### src/rtl/ntt_masked_share_splitter_pkg.sv
// Shared types and constants for the masked NTT front end: unmasked input bundle,
// masked butterfly beat and per-operand mask words.
package ntt_masked_share_splitter_pkg;

  localparam int unsigned WIDTH              = 46;
  localparam int unsigned HALF_WIDTH         = WIDTH / 2;
  localparam int unsigned NUM_OPERANDS       = 6;
  localparam int unsigned NTT_BEATS_PER_POLY = 64;
  localparam int unsigned MLDSA_Q            = 8380417;

  // [0] = x - r, [1] = r
  typedef logic [1:0][WIDTH-1:0] masked_pair_t;

  typedef struct packed {
    masked_pair_t w01_i;
    masked_pair_t v01_i;
    masked_pair_t u01_i;
    masked_pair_t w00_i;
    masked_pair_t v00_i;
    masked_pair_t u00_i;
  } masked_bf_uvwi_t;

  typedef struct packed {
    logic [HALF_WIDTH-1:0] w01;
    logic [HALF_WIDTH-1:0] v01;
    logic [HALF_WIDTH-1:0] u01;
    logic [HALF_WIDTH-1:0] w00;
    logic [HALF_WIDTH-1:0] v00;
    logic [HALF_WIDTH-1:0] u00;
  } ntt_unmasked_uvw_t;

  typedef logic [NUM_OPERANDS-1:0][WIDTH-1:0] ntt_mask_words_t;

endpackage

### src/rtl/ntt_masked_share_splitter_if.sv
// Beat interface of the masking front end: unmasked beats and randomness in,
// masked butterfly beats out.
interface ntt_masked_share_splitter_if;
  import ntt_masked_share_splitter_pkg::*;

  logic              in_valid_i;
  logic              in_ready_o;
  ntt_unmasked_uvw_t in_data_i;
  logic              rnd_valid_i;
  ntt_mask_words_t   rnd_i;
  logic              out_valid_o;
  logic              out_ready_i;
  masked_bf_uvwi_t   uvw_o;
  logic              out_last_o;
  logic              range_err_o;

  modport slave (
    input  in_valid_i, in_data_i, rnd_valid_i, rnd_i, out_ready_i,
    output in_ready_o, out_valid_o, uvw_o, out_last_o, range_err_o
  );

  modport master (
    output in_valid_i, in_data_i, rnd_valid_i, rnd_i, out_ready_i,
    input  in_ready_o, out_valid_o, uvw_o, out_last_o, range_err_o
  );

endinterface

### src/rtl/ntt_masked_share_splitter_share_split.sv
// Arithmetic masking of one operand: x -> {x - r, r} modulo 2^WIDTH.
module ntt_share_split
  import ntt_masked_share_splitter_pkg::*;
(
  input  logic [HALF_WIDTH-1:0] x_i,
  input  logic [WIDTH-1:0]      r_i,
  output logic [1:0][WIDTH-1:0] shares_o
);

  always_comb begin
    shares_o[0] = {{(WIDTH-HALF_WIDTH){1'b0}}, x_i} - r_i;
    shares_o[1] = r_i;
  end

endmodule

### src/rtl/ntt_masked_share_splitter.sv
// Masking front end: captures unmasked beats with fresh randomness (stage A), emits
// masked butterfly beats from an output register (stage B), counts beats per polynomial.
module ntt_masked_share_splitter
  import ntt_masked_share_splitter_pkg::*;
#(
  parameter int unsigned NUM_BEATS = NTT_BEATS_PER_POLY,
  parameter int unsigned PRIME     = MLDSA_Q
) (
  input  logic                        clk,
  input  logic                        reset_n,
  input  logic                        zeroize,
  ntt_masked_share_splitter_if.slave  bus
);

  localparam int unsigned      CNT_W    = (NUM_BEATS > 1) ? $clog2(NUM_BEATS) : 1;
  localparam logic [CNT_W-1:0] LAST_CNT = CNT_W'(NUM_BEATS - 1);

  logic              a_valid_d, a_valid_q;
  ntt_unmasked_uvw_t a_x_d, a_x_q;
  ntt_mask_words_t   a_r_d, a_r_q;
  logic              out_valid_d, out_valid_q;
  masked_bf_uvwi_t   uvw_d, uvw_q;
  logic [CNT_W-1:0]  cnt_d, cnt_q;
  logic              range_err_d, range_err_q;

  logic a_adv;
  logic in_ready;
  logic acc;
  logic out_hs;
  logic in_oor;

  logic [NUM_OPERANDS-1:0][HALF_WIDTH-1:0] a_x_ops;
  logic [NUM_OPERANDS-1:0][HALF_WIDTH-1:0] in_ops;
  logic [NUM_OPERANDS-1:0][1:0][WIDTH-1:0] a_shares;

  // Packed struct layout matches operand index order (u00 at index 0).
  assign a_x_ops = a_x_q;
  assign in_ops  = bus.in_data_i;

  for (genvar g = 0; g < NUM_OPERANDS; g++) begin : g_split
    ntt_share_split u_split (
      .x_i      (a_x_ops[g]),
      .r_i      (a_r_q[g]),
      .shares_o (a_shares[g])
    );
  end

  always_comb begin
    a_adv    = a_valid_q & (~out_valid_q | bus.out_ready_i) & ~zeroize;
    in_ready = ~zeroize & (~a_valid_q | a_adv);
    acc      = bus.in_valid_i & bus.rnd_valid_i & in_ready;
    out_hs   = out_valid_q & bus.out_ready_i & ~zeroize;
  end

  always_comb begin
    in_oor = 1'b0;
    for (int unsigned i = 0; i < NUM_OPERANDS; i++) begin
      if (32'(in_ops[i]) >= PRIME) in_oor = 1'b1;
    end
  end

  always_comb begin
    a_x_d       = a_x_q;
    a_r_d       = a_r_q;
    out_valid_d = out_valid_q;
    uvw_d       = uvw_q;
    cnt_d       = cnt_q;
    range_err_d = range_err_q;

    if (acc) begin
      a_x_d = bus.in_data_i;
      a_r_d = bus.rnd_i;
    end
    a_valid_d = acc | (a_valid_q & ~a_adv);

    // Stage B reloads whenever A advances, so drain and refill can share a cycle.
    if (a_adv) begin
      out_valid_d = 1'b1;
      uvw_d       = masked_bf_uvwi_t'(a_shares);
    end else if (bus.out_ready_i) begin
      out_valid_d = 1'b0;
    end

    if (out_hs) cnt_d = (cnt_q == LAST_CNT) ? '0 : cnt_q + CNT_W'(1);
    if (acc && in_oor) range_err_d = 1'b1;

    if (zeroize) begin
      a_valid_d   = 1'b0;
      a_x_d       = '0;
      a_r_d       = '0;
      out_valid_d = 1'b0;
      uvw_d       = '0;
      cnt_d       = '0;
      range_err_d = 1'b0;
    end
  end

  always_ff @(posedge clk or negedge reset_n) begin
    if (!reset_n) begin
      a_valid_q   <= 1'b0;
      a_x_q       <= '0;
      a_r_q       <= '0;
      out_valid_q <= 1'b0;
      uvw_q       <= '0;
      cnt_q       <= '0;
      range_err_q <= 1'b0;
    end else begin
      a_valid_q   <= a_valid_d;
      a_x_q       <= a_x_d;
      a_r_q       <= a_r_d;
      out_valid_q <= out_valid_d;
      uvw_q       <= uvw_d;
      cnt_q       <= cnt_d;
      range_err_q <= range_err_d;
    end
  end

  assign bus.in_ready_o  = in_ready;
  assign bus.out_valid_o = out_valid_q;
  assign bus.uvw_o       = uvw_q;
  assign bus.out_last_o  = out_valid_q & (cnt_q == LAST_CNT);
  assign bus.range_err_o = range_err_q;

endmodule

### src/flat_wrapper.sv
// flat-port wrapper written by rule: the top's interface ports become plain ports
module ntt_masked_share_splitter_flat import ntt_masked_share_splitter_pkg::*;
#(
  parameter int unsigned NUM_BEATS = NTT_BEATS_PER_POLY,
  parameter int unsigned PRIME     = MLDSA_Q
)
  (clk, reset_n, zeroize, bus_in_valid_i, bus_in_data_i, bus_rnd_valid_i, bus_rnd_i, bus_out_ready_i, bus_in_ready_o, bus_out_valid_o, bus_uvw_o, bus_out_last_o, bus_range_err_o);
  ntt_masked_share_splitter_if bus_i ();
  input  logic clk;
  input  logic reset_n;
  input  logic zeroize;
  input wire logic [$bits(bus_i.in_valid_i)-1:0] bus_in_valid_i;
  input wire logic [$bits(bus_i.in_data_i)-1:0] bus_in_data_i;
  input wire logic [$bits(bus_i.rnd_valid_i)-1:0] bus_rnd_valid_i;
  input wire logic [$bits(bus_i.rnd_i)-1:0] bus_rnd_i;
  input wire logic [$bits(bus_i.out_ready_i)-1:0] bus_out_ready_i;
  output wire logic [$bits(bus_i.in_ready_o)-1:0] bus_in_ready_o;
  output wire logic [$bits(bus_i.out_valid_o)-1:0] bus_out_valid_o;
  output wire logic [$bits(bus_i.uvw_o)-1:0] bus_uvw_o;
  output wire logic [$bits(bus_i.out_last_o)-1:0] bus_out_last_o;
  output wire logic [$bits(bus_i.range_err_o)-1:0] bus_range_err_o;
  assign bus_i.in_valid_i = bus_in_valid_i;
  assign bus_i.in_data_i = bus_in_data_i;
  assign bus_i.rnd_valid_i = bus_rnd_valid_i;
  assign bus_i.rnd_i = bus_rnd_i;
  assign bus_i.out_ready_i = bus_out_ready_i;
  assign bus_in_ready_o = bus_i.in_ready_o;
  assign bus_out_valid_o = bus_i.out_valid_o;
  assign bus_uvw_o = bus_i.uvw_o;
  assign bus_out_last_o = bus_i.out_last_o;
  assign bus_range_err_o = bus_i.range_err_o;
  ntt_masked_share_splitter #(.NUM_BEATS(NUM_BEATS), .PRIME(PRIME)) u_core (.clk(clk), .reset_n(reset_n), .zeroize(zeroize), .bus(bus_i));
endmodule
### config.mk
export PLATFORM = sky130hd
export DESIGN_NAME = ntt_masked_share_splitter_flat
export DESIGN_NICKNAME = d
export VERILOG_FILES = /design/src/rtl/ntt_masked_share_splitter_pkg.sv /design/src/rtl/ntt_masked_share_splitter_if.sv /design/src/rtl/ntt_masked_share_splitter_share_split.sv /design/src/rtl/ntt_masked_share_splitter.sv /design/src/flat_wrapper.sv
export SDC_FILE = /design/constraint.sdc
export NUM_CORES = 2
export LEC_CHECK = 0
export ABC_AREA = 1
export CORE_AREA = 2 2 376 378
export DETAILED_ROUTE_END_ITERATION = 8
export DIE_AREA = 0 0 378 380
export GPL_TIMING_DRIVEN = 0
export PLACE_DENSITY = 0.57
export SETUP_SLACK_MARGIN = 0.15
export SLEW_MARGIN = 20
export SYNTH_ARGS = -nofsm -noshare
export SYNTH_HDL_FRONTEND = slang
export SYNTH_SLANG_ARGS = --single-unit
### constraint.sdc
create_clock -name clk -period 2.35 [get_ports clk]
set_input_delay 0.47 -clock clk [delete_from_list [all_inputs] [get_ports clk]]
set_output_delay 0.47 -clock clk [all_outputs]
set_load 0.01 [all_outputs]
==> qor.yml <==
grt_pass1_vias: 51700
fin_setup_tns_ns: -2.41
yosysUniqueCellTypes: 35
clock_power_share: 0.359
syn_inst: 7104
nets: 8905
power_frac_seq: 0.359
p_leak_nw: 36.1
yosys_warnings: 0
clockBufferDepth: 3
io_pins: 976
place_hpwl_um: 216000
grt_antenna_before_repair: 40
fin_crit_sh: 1.06
cp_data_arrival_time_ns: 2.03
drv_cap: 0
internal_power_mw: 32.9
switching_share: 0.353
layout_common_cells: "2,246 x nand2_1, 961 x dfrtp_1, 957 x inv_1, 937 x clkdlybuf4s50_1, 504 x nand3_1"
antenna_left: 0
grt_pass1_wl_um: 381000
core_mm2: 0.139
grt-ovfl-total: 0
grt_max_degree: 143
synthFlopType: "dfrtp_1"
holdWs_ns: -0.109
synth.avg_cell_area_um2: 7.26
comb_power_share: 0.282
violations: "hold timing, setup timing"
synth_edf_count: 0
worstPathMaxFanout: 4
dieHeight_um: 380
htreeDepth: 3
port_buffers: 975
fmax_mhz: 401
hold_viol: 68
criticalPathCategory: "input pin to output pin"
skew_ns: 0.0202
grtUsageTotal: 0.373
vias: 54500
ir_drop_mv: 0.697
power_density_mw_per_mm2: 692
ys_ff_latch: 975
insertion_delay_ns: 0.74
post-route-util: 0.528
drive_gt1_frac: 0.139
drt_iter0_markers: 5390
p_total_mw: 50.9
syn_area_mm2: 0.0515
setup_ws_ns: -0.146
power_switching_mw: 18.0
post-route-min-period_ns: 2.50
drc: 0
cts_made_buffers: 112
setup_viol: 132
rows: 137
design_area_mm2: 0.0735
area_growth_pct: 42.7
via_per_inst: 5.27
relSlewSlack: 0.297
place_congestion: 0.984
seq_area_frac_synth: 0.473
drt_wl_total_um: 277000
die_area_mm2: 0.144
required_ns: 1.88
rsz0062_at_grt: "true"
async_flop_share: 1.00
hp-class: "input pin to asynchronous set/reset pin"
end_kind: "output pin"
start_util: 0.370
path_clk_slew_ns: 0.06
status: "finished, violations left"
maxSlewViolCount: 0
first_pass_iters: 6
cts_root_buf: "clkbuf_16"
clock-sinks: 975
worst_pin_slew_ns: 1.05
final_common_cell: "nand2_1"
wl_per_cell_um: 26.8
start_kind: "input pin"
synth_nets: 7669
die_x_um: 378
postPlaceCellArea_mm2: 0.0641
cts_tree: "done"
[path summary, 6_finish.rpt]
kind / start / slack (ns) / endpoint / cells past startpoint
max: zeroize / -0.15 / bus_in_ready_o / 7
min: reset_n / -0.11 / u_core.bus.uvw_o[185]$_DFFE_PN0P_ / 2
max reg2reg: u_core.bus.out_valid_o$_DFFE_PN0P_ / -0.06 / u_core.a_x_ops[91]$_DFFE_PN0P_ / 15
min reg2reg: u_core.bus.uvw_o[296]$_DFFE_PN0P_ / 0.48 / u_core.bus.uvw_o[296]$_DFFE_PN0P_ / 2
max in group asynchronous: reset_n / 0.63 / u_core.a_r_q[17]$_DFFE_PN0P_ / 4
min in group clk: bus_rnd_i[97] / 0.27 / u_core.a_r_q[97]$_DFFE_PN0P_ / 3
[registers in the layout (all words and copies together) (netlist names)]
name                    flops
u_core.bus.uvw_o          552
u_core.a_r_q              276
u_core.a_x_ops            138
u_core.cnt_q                6
u_core.a_valid_q            1
u_core.bus.out_valid_o      1
u_core.bus.range_err_o      1
[cell type report]
type | instances | area [um^2]
diodes | 19 | 47.5
clock inverters | 48 | 417
inverters | 979 | 3700
clock buffers | 159 | 3380
multi-input cells | 4908 | 25200
repair buffers | 1123 | 12100
flip-flops and latches | 975 | 24400
well taps | 1876 | 2350
plain buffers | 241 | 1940
fillers | 13600 | 65600
[layer usage]
metal	track usage	part of all wire	vias up
li1	-	-	25000
met1	0.487	0.41	26700
met2	0.586	0.45	2290
met3	0.0967	0.090	475
met4	0.156	0.049	24
met5	0	0.00053	-
[power by group through the flow]
| stage | logic (mW) | registers, mW | clock network [mW] |
|---|---|---|---|
| 6_report | 14.4 | 18.3 | 18.3 |
| 3_5_place_dp | 12.2 | 18.5 | 0 |
| 5_1_grt | 15.5 | 18.3 | 19.0 |
| 2_1_floorplan | 6.26 | 18.5 | 0 |
| 3_3_place_gp | 12.0 | 18.6 | 0 |
| 4_1_cts | 12.9 | 18.2 | 18.4 |
[cells by family after synthesis]
logic type	Yosys count	share of synthesized area
AO/OA/AOI/OAI	876	0.0869
XOR/XNOR	20	0.00340
adder cells (fa/ha/maj)	145	0.0361
buffers and inverters	1221	0.0921
flip-flops	975	0.473
AND/OR/NAND/NOR	3867	0.308
[synth_stat cells, types with 13 or more instances]
library cell	instances	share of area
nand2_1	2481	0.18
ha_1	139	0.034
o21ai_1	226	0.022
o31ai_1	17	0.0025
clkbuf_1	99	0.0072
nor2_1	529	0.039
buf_2	133	0.013
nand3_1	591	0.057
xnor2_1	14	0.0024
nor4_1	20	0.0024
o21ai_0	472	0.046
a21oi_1	138	0.013
dfrtp_1	975	0.47
and2_1	19	0.0023
o211ai_1	13	0.0019
inv_1	976	0.071
nor3_1	61	0.0059
nand4_1	111	0.013
or2_2	19	0.0023
nand3b_1	24	0.0035
[per-stage QoR]
step	setup slack (ns)	std cells
floorplan	0.438	7104
global placement	-45.48	9955
detailed placement	-2.41	9970
CTS	-0.146	10300
global route	-0.185	10300
finish	-0.146	10300
[worst max-delay path: stages]
cell             delay [ns]
clkdlybuf4s50_1        0.83
inv_4                  0.07
nand3_4                0.11
inv_4                  0.04
nor2_4                 0.24
nor2_4                 0.10
buf_6                  0.15
[repair_timing]
| action | in CTS | in global routing |
|---|---|---|
| buffers inserted | 59 | 47 |
| hold buffers | 1 | 1 |
| endpoints found under the setup margin | 1226 | 1591 |
| gates cloned | 20 | 5 |
| endpoints found under the hold margin | 104 | 36 |
| gates resized for setup | 530 | 671 |
| pin swaps | 37 | 64 |
No activity file was read; power rests on OpenSTA's default activity.
